`config.mk`:
```
export PLATFORM = sky130hd
export DESIGN_NAME = axi_burst_master
export DESIGN_NICKNAME = d
export VERILOG_FILES = /design/src/rtl/axi_burst_master.sv
export SDC_FILE = /design/constraint.sdc
export NUM_CORES = 1
export LEC_CHECK = 0
export ABC_AREA = 1
export BUFFER_PORTS_ARGS = -buffer_cell sky130_fd_sc_hd__buf_2
export CORE_AREA = 3 3 118 120
export DETAILED_ROUTE_END_ITERATION = 10
export DIE_AREA = 0 0 121 123
export GPL_ROUTABILITY_DRIVEN = 0
export RECOVER_POWER = 100
export SLEW_MARGIN = 25
export SYNTH_ARGS = -nofsm -noshare
export SYNTH_HDL_FRONTEND = slang
export SYNTH_SLANG_ARGS = --single-unit
```
`constraint.sdc`:
```
create_clock -name clk -period 2.5 [get_ports clk]
set_input_delay 0 -clock clk [delete_from_list [all_inputs] [get_ports clk]]
set_output_delay 0 -clock clk [all_outputs]
set_load 0.005 [all_outputs]
```
`src/rtl/axi_burst_master.sv`:
```
// Single-command AXI4 INCR burst initiator: 1-cycle cmd-to-AxVALID, W/R data combinational pass-through.
// Stream ready/valid follow the AXI handshake directly; optional AXI_MASTER_TIMEOUT_EN adds a 16-bit stall watchdog.
module axi_burst_master #(
  parameter int ADDR_W = 30,
  parameter int DATA_W = 32,
  parameter int ID_W   = 1
) (
  input  logic                clk,
  input  logic                rst,

  input  logic                cmd_valid,
  output logic                cmd_ready,
  input  logic                cmd_write,
  input  logic [ADDR_W-1:0]   cmd_addr,
  input  logic [7:0]          cmd_len,

  input  logic                in_valid,
  output logic                in_ready,
  input  logic [DATA_W-1:0]   in_data,

  output logic                out_valid,
  input  logic                out_ready,
  output logic [DATA_W-1:0]   out_data,

  output logic                done,
  output logic                err,

  output logic [ID_W-1:0]     m_axi_awid,
  output logic [ADDR_W-1:0]   m_axi_awaddr,
  output logic [7:0]          m_axi_awlen,
  output logic [2:0]          m_axi_awsize,
  output logic [1:0]          m_axi_awburst,
  output logic                m_axi_awlock,
  output logic [3:0]          m_axi_awcache,
  output logic [2:0]          m_axi_awprot,
  output logic [3:0]          m_axi_awqos,
  output logic                m_axi_awvalid,
  input  logic                m_axi_awready,

  output logic [DATA_W-1:0]   m_axi_wdata,
  output logic [DATA_W/8-1:0] m_axi_wstrb,
  output logic                m_axi_wlast,
  output logic                m_axi_wvalid,
  input  logic                m_axi_wready,

  input  logic [ID_W-1:0]     m_axi_bid,
  input  logic [1:0]          m_axi_bresp,
  input  logic                m_axi_bvalid,
  output logic                m_axi_bready,

  output logic [ID_W-1:0]     m_axi_arid,
  output logic [ADDR_W-1:0]   m_axi_araddr,
  output logic [7:0]          m_axi_arlen,
  output logic [2:0]          m_axi_arsize,
  output logic [1:0]          m_axi_arburst,
  output logic                m_axi_arlock,
  output logic [3:0]          m_axi_arcache,
  output logic [2:0]          m_axi_arprot,
  output logic [3:0]          m_axi_arqos,
  output logic                m_axi_arvalid,
  input  logic                m_axi_arready,

  input  logic [ID_W-1:0]     m_axi_rid,
  input  logic [DATA_W-1:0]   m_axi_rdata,
  input  logic [1:0]          m_axi_rresp,
  input  logic                m_axi_rlast,
  input  logic                m_axi_rvalid,
  output logic                m_axi_rready
);

  localparam int STRB_W = DATA_W / 8;
  localparam logic [ADDR_W-1:0] ALIGN_MASK = ~ADDR_W'(STRB_W - 1);
  localparam logic [2:0] AXSIZE = 3'($clog2(STRB_W));

  typedef enum logic [2:0] {
    ST_IDLE, ST_AW, ST_W, ST_B, ST_AR, ST_R, ST_DONE
  } state_t;

  state_t             state_q, state_d;
  logic [ADDR_W-1:0]  addr_q, addr_d;
  logic [7:0]         len_q, len_d;
  logic [7:0]         beat_q, beat_d;
  logic               err_q, err_d;
  logic               to_hit;

  // Transaction IDs are fixed at zero, so response IDs carry no information.
  logic unused_ids;
  assign unused_ids = ^{m_axi_bid, m_axi_rid};

  assign m_axi_awid    = '0;
  assign m_axi_awaddr  = addr_q;
  assign m_axi_awlen   = len_q;
  assign m_axi_awsize  = AXSIZE;
  assign m_axi_awburst = 2'b01;
  assign m_axi_awlock  = 1'b0;
  assign m_axi_awcache = 4'b0011;
  assign m_axi_awprot  = 3'b000;
  assign m_axi_awqos   = 4'd0;

  assign m_axi_arid    = '0;
  assign m_axi_araddr  = addr_q;
  assign m_axi_arlen   = len_q;
  assign m_axi_arsize  = AXSIZE;
  assign m_axi_arburst = 2'b01;
  assign m_axi_arlock  = 1'b0;
  assign m_axi_arcache = 4'b0011;
  assign m_axi_arprot  = 3'b000;
  assign m_axi_arqos   = 4'd0;

  assign m_axi_wdata   = in_data;
  assign m_axi_wstrb   = '1;
  assign out_data      = m_axi_rdata;
  assign err           = err_q;

  always_comb begin
    state_d       = state_q;
    addr_d        = addr_q;
    len_d         = len_q;
    beat_d        = beat_q;
    err_d         = err_q;
    cmd_ready     = 1'b0;
    in_ready      = 1'b0;
    out_valid     = 1'b0;
    done          = 1'b0;
    m_axi_awvalid = 1'b0;
    m_axi_wvalid  = 1'b0;
    m_axi_wlast   = 1'b0;
    m_axi_bready  = 1'b0;
    m_axi_arvalid = 1'b0;
    m_axi_rready  = 1'b0;

    if (to_hit) begin
      // Watchdog expiry: all valids/readies stay low this cycle and in DONE.
      state_d = ST_DONE;
      err_d   = 1'b1;
    end else begin
      case (state_q)
        ST_IDLE: begin
          cmd_ready = 1'b1;
          if (cmd_valid) begin
            addr_d  = cmd_addr & ALIGN_MASK;
            len_d   = cmd_len;
            beat_d  = 8'd0;
            err_d   = 1'b0;
            state_d = cmd_write ? ST_AW : ST_AR;
          end
        end
        ST_AW: begin
          m_axi_awvalid = 1'b1;
          if (m_axi_awready) state_d = ST_W;
        end
        ST_W: begin
          m_axi_wvalid = in_valid;
          in_ready     = m_axi_wready;
          m_axi_wlast  = (beat_q == len_q);
          if (in_valid && m_axi_wready) begin
            beat_d = beat_q + 8'd1;
            if (beat_q == len_q) state_d = ST_B;
          end
        end
        ST_B: begin
          m_axi_bready = 1'b1;
          if (m_axi_bvalid) begin
            err_d   = err_q | (m_axi_bresp != 2'b00);
            state_d = ST_DONE;
          end
        end
        ST_AR: begin
          m_axi_arvalid = 1'b1;
          if (m_axi_arready) state_d = ST_R;
        end
        ST_R: begin
          out_valid    = m_axi_rvalid;
          m_axi_rready = out_ready;
          if (m_axi_rvalid && out_ready) begin
            beat_d = beat_q + 8'd1;
            if (m_axi_rresp != 2'b00) err_d = 1'b1;
            if (m_axi_rlast) begin
              if (beat_q != len_q) err_d = 1'b1;
              state_d = ST_DONE;
            end else if (beat_q == len_q) begin
              // Slave overran the requested length; drain until rlast.
              err_d = 1'b1;
            end
          end
        end
        ST_DONE: begin
          done    = 1'b1;
          state_d = ST_IDLE;
        end
        default: state_d = ST_IDLE;
      endcase
    end
  end

  always_ff @(posedge clk or posedge rst) begin
    if (rst) begin
      state_q <= ST_IDLE;
      addr_q  <= '0;
      len_q   <= 8'd0;
      beat_q  <= 8'd0;
      err_q   <= 1'b0;
    end else begin
      state_q <= state_d;
      addr_q  <= addr_d;
      len_q   <= len_d;
      beat_q  <= beat_d;
      err_q   <= err_d;
    end
  end

`ifdef AXI_MASTER_TIMEOUT_EN
  logic [15:0] to_q;
  logic        axi_hs;

  assign axi_hs = (m_axi_awvalid && m_axi_awready) || (m_axi_wvalid && m_axi_wready) ||
                  (m_axi_bvalid  && m_axi_bready)  || (m_axi_arvalid && m_axi_arready) ||
                  (m_axi_rvalid  && m_axi_rready);

  always_ff @(posedge clk or posedge rst) begin
    if (rst) begin
      to_q <= 16'd0;
    end else if (state_q == ST_IDLE || state_q == ST_DONE || axi_hs) begin
      to_q <= 16'd0;
    end else begin
      to_q <= to_q + 16'd1;
    end
  end

  assign to_hit = (to_q == 16'hFFFF);
`else
  assign to_hit = 1'b0;
`endif

endmodule

```
* Word-level counts from Yosys, hierarchy flattened
Cells that the tools add are included.
** Cells by class
- Reductions and logical operators :: 11
- Eq/ne operators :: 16
- Bitwise operators :: 1
- Multiplexer cells :: 32
- $add $sub $neg :: 1
** Operator list (number)
- two-way mux 3 bit :: 9
- two-way mux 8 bit :: 3
- one-hot mux 8 bit (3 select lines) :: 1
- one-hot mux 3 bit (6 select lines) :: 1
- two-way mux 1 bit :: 17
- inequality test 2 bit, second input constant :: 8
- == test 3 bit, second input constant :: 3
- adder 8 x 1 -> 8 bit, second input constant :: 1
- == test 8 bit :: 1
- inequality test 8 bit :: 1
- AND reduction 4 bit :: 2
- AND reduction 8 bit :: 1
- == test 3 x 2 -> 1 bit, second input constant :: 2
- nonzero test 3 bit :: 2
- nonzero test 2 bit :: 2
- == test 3 x 1 -> 1 bit, second input constant :: 1
- zero test 3 bit :: 1
- one-hot mux 1 bit (3 select lines) :: 1
- logical AND 1 bit :: 2
- AND reduction 2 bit :: 1
- bitwise OR 1 bit :: 1
** Word-level totals
- Output and inout bits :: 191
- Bits of input ports :: 120
- Bits in registers :: 48
- Logic and storage cells :: 66

* Logic depth before layout (Yosys ltp)
- Depth in word-level cells :: 6
- Mapped depth :: 10
- Depth with buffers taken out :: 10

* Least setup slack after synthesis
No wires, ideal clock.
- Kind :: register -> register
- From :: register state_q[1]
- To :: register beat_q[2]
- Required time :: 2380 ps
- Path slack :: 1042 ps
- Period minus slack after synthesis :: 1458 ps
- Arrival :: 1338 ps
- Stages on the path, launching flop included :: 9
- Path buffers :: 1
- Setup time :: 120 ps
- Cell sequence :: dfrtp_1 -> nor2_2 -> nand2_1 -> or2_1 -> nand3_4 -> inv_4 -> buf_8 -> a21oi_4 -> nor2_2
** Between the ends
- Word-level cells in the longest chain between the ends :: 3
- Elaborated cells on any way between the ends :: 9
- Classes of those cells :: eq/ne: 5; mux: 1; reduce/logical: 3
** Ends and longest elaborated chain
- start: declaration :: line 79 : state_t state_q, state_d;
- start signal: assignment :: line 204 : state_q <= state_d;
- == test 3 x 2 -> 1 bit, or another cell as far along :: line 137 : case (state_q)
- inequality test 2 bit (no line) / nonzero test 3 bit (equally long branches)
- AND reduction 4 bit (no line)
- end signal: assignment :: line 207 : beat_q <= beat_d;
- end: declaration :: line 82 : logic [7:0] beat_q, beat_d;
Several ways; a longest one is shown, not always the timed one.
A chain may end at the register's enable or synchronous reset.

* Worst setup path after layout
- From :: register state_q[2]
- To :: register beat_q[6]
Same word-level chain as after synthesis.

==> results.cfg <==
[outcome]
status = completed

[timing]
skew_ns = 0.00542
maxSlewViolCount = 0
min_period_ns = 1.98
finalHoldViolations = 0
fin_crit_sh_pct = 79.2
rsz0062_at_grt = false
max_freq_mhz = 505
fin_setup_tns_ns = 0
max_slew.worst_pin.slew_ns = 0.848
slew_headroom_pct = 43.4
setup_viol = 0

[clocking]
numCtsBuffers = 5
clk_latency_ns = 0.29
htreeDepth = 2
post_cts_buffers = 0
root_buffer = clkbuf_16
clockBufferDepth = 2
post_cts_resize_count = 0
tritoncts = built
cts.clk_slew.worst_paths_ns = 0.07
clock_sinks = 48

[route]
routedWlPerCell_um = 13.6
drt-initial-drc-count = 72
via_count = 2591
drt-vias-per-instance = 4.02
drcViolationCount = 0
dr.pass1.iters = 4
drt-total-wl_um = 8780
antenna_left = 0

[worst_setup_path]
r2r-end = beat_q[6]
reg2reg_depth = 9
cp-end-kind = flop
slowest_stage = nor2_1
worst-setup-path-type = flop to flop
startpoint_type = flop
crit_fanout = 12
cp_cell_sequence = clkinvlp_2 -> nor2_1 -> inv_1 -> nand3_1 -> nand3_4 -> inv_4 -> nand3_1 -> nand2_1 -> nor2_1
worst_ep_arrival_time_ns = 2.16
worstPathRequired_ns = 2.68
critPathTopFamily = simple AND/OR/NAND/NOR gates
r2r-start = state_q[2]
cp_slowest_stage_delay_ns = 0.43
critPathBufInv = 3
reg2reg_slack_ns = 0.52
cp-startpoint = state_q[2]

[floorplan]
io_pins = 311
start_util_pct = 26.8
core_um2 = 13100
die_h_um = 123
rows = 42
dieArea_um2 = 14900
die-width_um = 121

[pwr]
power_mw = 4.16
power.switching_mw = 1.64
clockPowerShare_pct = 20.6
netSwitchingFraction_pct = 39.4
intPower_mw = 2.52
vdd_ir_drop_max_v = 0.000539
power_density_nw_per_um2 = 1070
pwr-share-seq_pct = 34.7
p_leak_nw = 1.96
comb_power_share_pct = 44.8

[finish]
syn2layout_area_growth_pct = 11.2
drive_gt1_share_pct = 26.1
stdcell_count = 644
seqCellArea_um2 = 1200
diodes = 0
nFillCells = 1419
nNetsFinal = 589
multi_input_area_um2 = 1180

[logic_synthesis]
ys.flop_type = dfrtp_1
yosys_warnings = 0
ys_seq_elements = 48
yosys.area.top_type_share_pct = 34.3
synth_largest_area_cell = dfrtp_1
synth_area_um2 = 3510
ys_seq_area_share_pct = 34.3
netlist_top_cells_area = dfrtp_1, buf_4, mux2_1, nand2_1, inv_1
synth.avg_cell_area_um2 = 8.83
synth_edf_count = 0
synthCells = 397
synthDistinctLibCells = 38
synthArstFlopShare_pct = 100

[placement]
portBuffers = 134
dpl.hpwl_um = 6840
dpl.cell_count = 600

[hold_path]
holdCritStartpoint = in_data[15]
worstHoldPathType = primary input to primary output
whs_endpoint = m_axi_wdata[15]
holdPathStages = 0

[grt]
grt_max_degree = 49
grt_pass1_wl_um = 13200
grt_pass1_vias = 2587
overflow = 0
antenna_found_initial = 0
track_usage_pct = 11.2

[run]
drv_cap = 0
[cell usage after synthesis (2+ instances only)]
| cell type | count |
|---|---|
| a21oi_1 | 11 |
| buf_4 | 144 |
| buf_6 | 3 |
| conb_1 | 2 |
| dfrtp_1 | 48 |
| inv_1 | 27 |
| inv_2 | 2 |
| inv_4 | 2 |
| mux2_1 | 26 |
| mux2_2 | 4 |
| nand2_1 | 53 |
| nand2_2 | 2 |
| nand3_1 | 11 |
| nand4_1 | 2 |
| nand4_2 | 2 |
| nor2_1 | 24 |
| nor2_2 | 3 |
| nor3_1 | 4 |
| o21ai_0 | 2 |
| o21ai_1 | 3 |
| o21ai_2 | 3 |
| or2_2 | 2 |
| xnor2_1 | 2 |
[sequential cells by signal, summed over array words and instances (netlist names)]
register and cells:
m_axi_araddr 28, beat_q 8, m_axi_arlen 8, state_q 3
err 1
[layer usage]
layer	vias to the layer above	GRT usage, %	share of wire (%)
met5	-	0	0
met2	166	21.3	52
li1	1203	-	-
met1	1203	12.0	36
met3	19	3.39	10
met4	0	3.19	1.5
[how the worst max path moves through the flow]
stage                                  to  slack (ns)  depth (start not counted)
after detailed placement  m_axi_araddr[6]        0.69                          5
after global routing            beat_q[6]        0.31                          9
after global placement    m_axi_araddr[6]        0.77                          5
final                           beat_q[6]        0.52                          9
after CTS                 m_axi_araddr[8]        0.68                          5
after floorplan                 beat_q[2]        1.04                          8
[cells in the final DEF, fill, tap and decap left out, drive strengths merged]
master	count
buf	91
nand2	56
dfrtp	48
clkbuf	48
conb	44
dlygate4sd3	37
mux2	30
inv	29
nor2	28
nand3	13
a21oi	12
o21ai	8
nor3	4
nand4	4
or2	3
xnor2	2
bufinv	2
clkinvlp	1
o22ai	1
o211a	1
and2	1
o211ai	1
xor2	1
nand3b	1
clkinv	1
ha	1
[power groups by stage]
stage	Combinational (mW)	Clock (mW)	Sequential (mW)
after floorplan	1.64	0	1.43
after global placement	1.94	0	1.43
after detailed placement	1.97	0	1.45
after CTS	2.02	0.882	1.45
after global routing	2.09	0.908	1.52
final	1.86	0.856	1.44
[area by class of cell]
class                   count  area share (%)
clock buffers               5            3.21
multi-input cells         211            30.3
clock inverters             2            1.54
repair buffers            171            25.4
well taps                 176            5.65
inverters                  31            3.11
flip-flops and latches     48            30.8
[cells by family after synthesis]
family	synth area share, %
xor gates and xnor gates	0.750
adders and majority gates	0.357
muxes	9.64
DFF	34.3
other	0.214
AOI/OAI and AO/OA	4.18
buffers and inverters	35.8
and+or+nand+nor	14.8
[metrics by stage]
| step | setup WS (ns) | hold slack [ns] | area [um2] | util (%) |
|---|---|---|---|---|
| after floorplan | 1.04 | 0.0808 | 3660 | - |
| after global routing | 0.305 | 0.00000898 | 3900 | 29.8 |
| final | 0.521 | 0.00000182 | 3900 | 29.8 |
| after CTS | 0.681 | 0.0000346 | 3970 | 30.3 |
| after global placement | 0.773 | 0.0000346 | 3420 | 26.1 |
| after detailed placement | 0.693 | 0.0000346 | 3420 | 26.1 |
[repair_timing]
action | CTS | global route
endpoints found under the setup margin | 0 | 0
hold buffers | 36 | 1
hold endpoints to repair | 36 | 48
No activity file was read; power rests on OpenSTA's default activity.
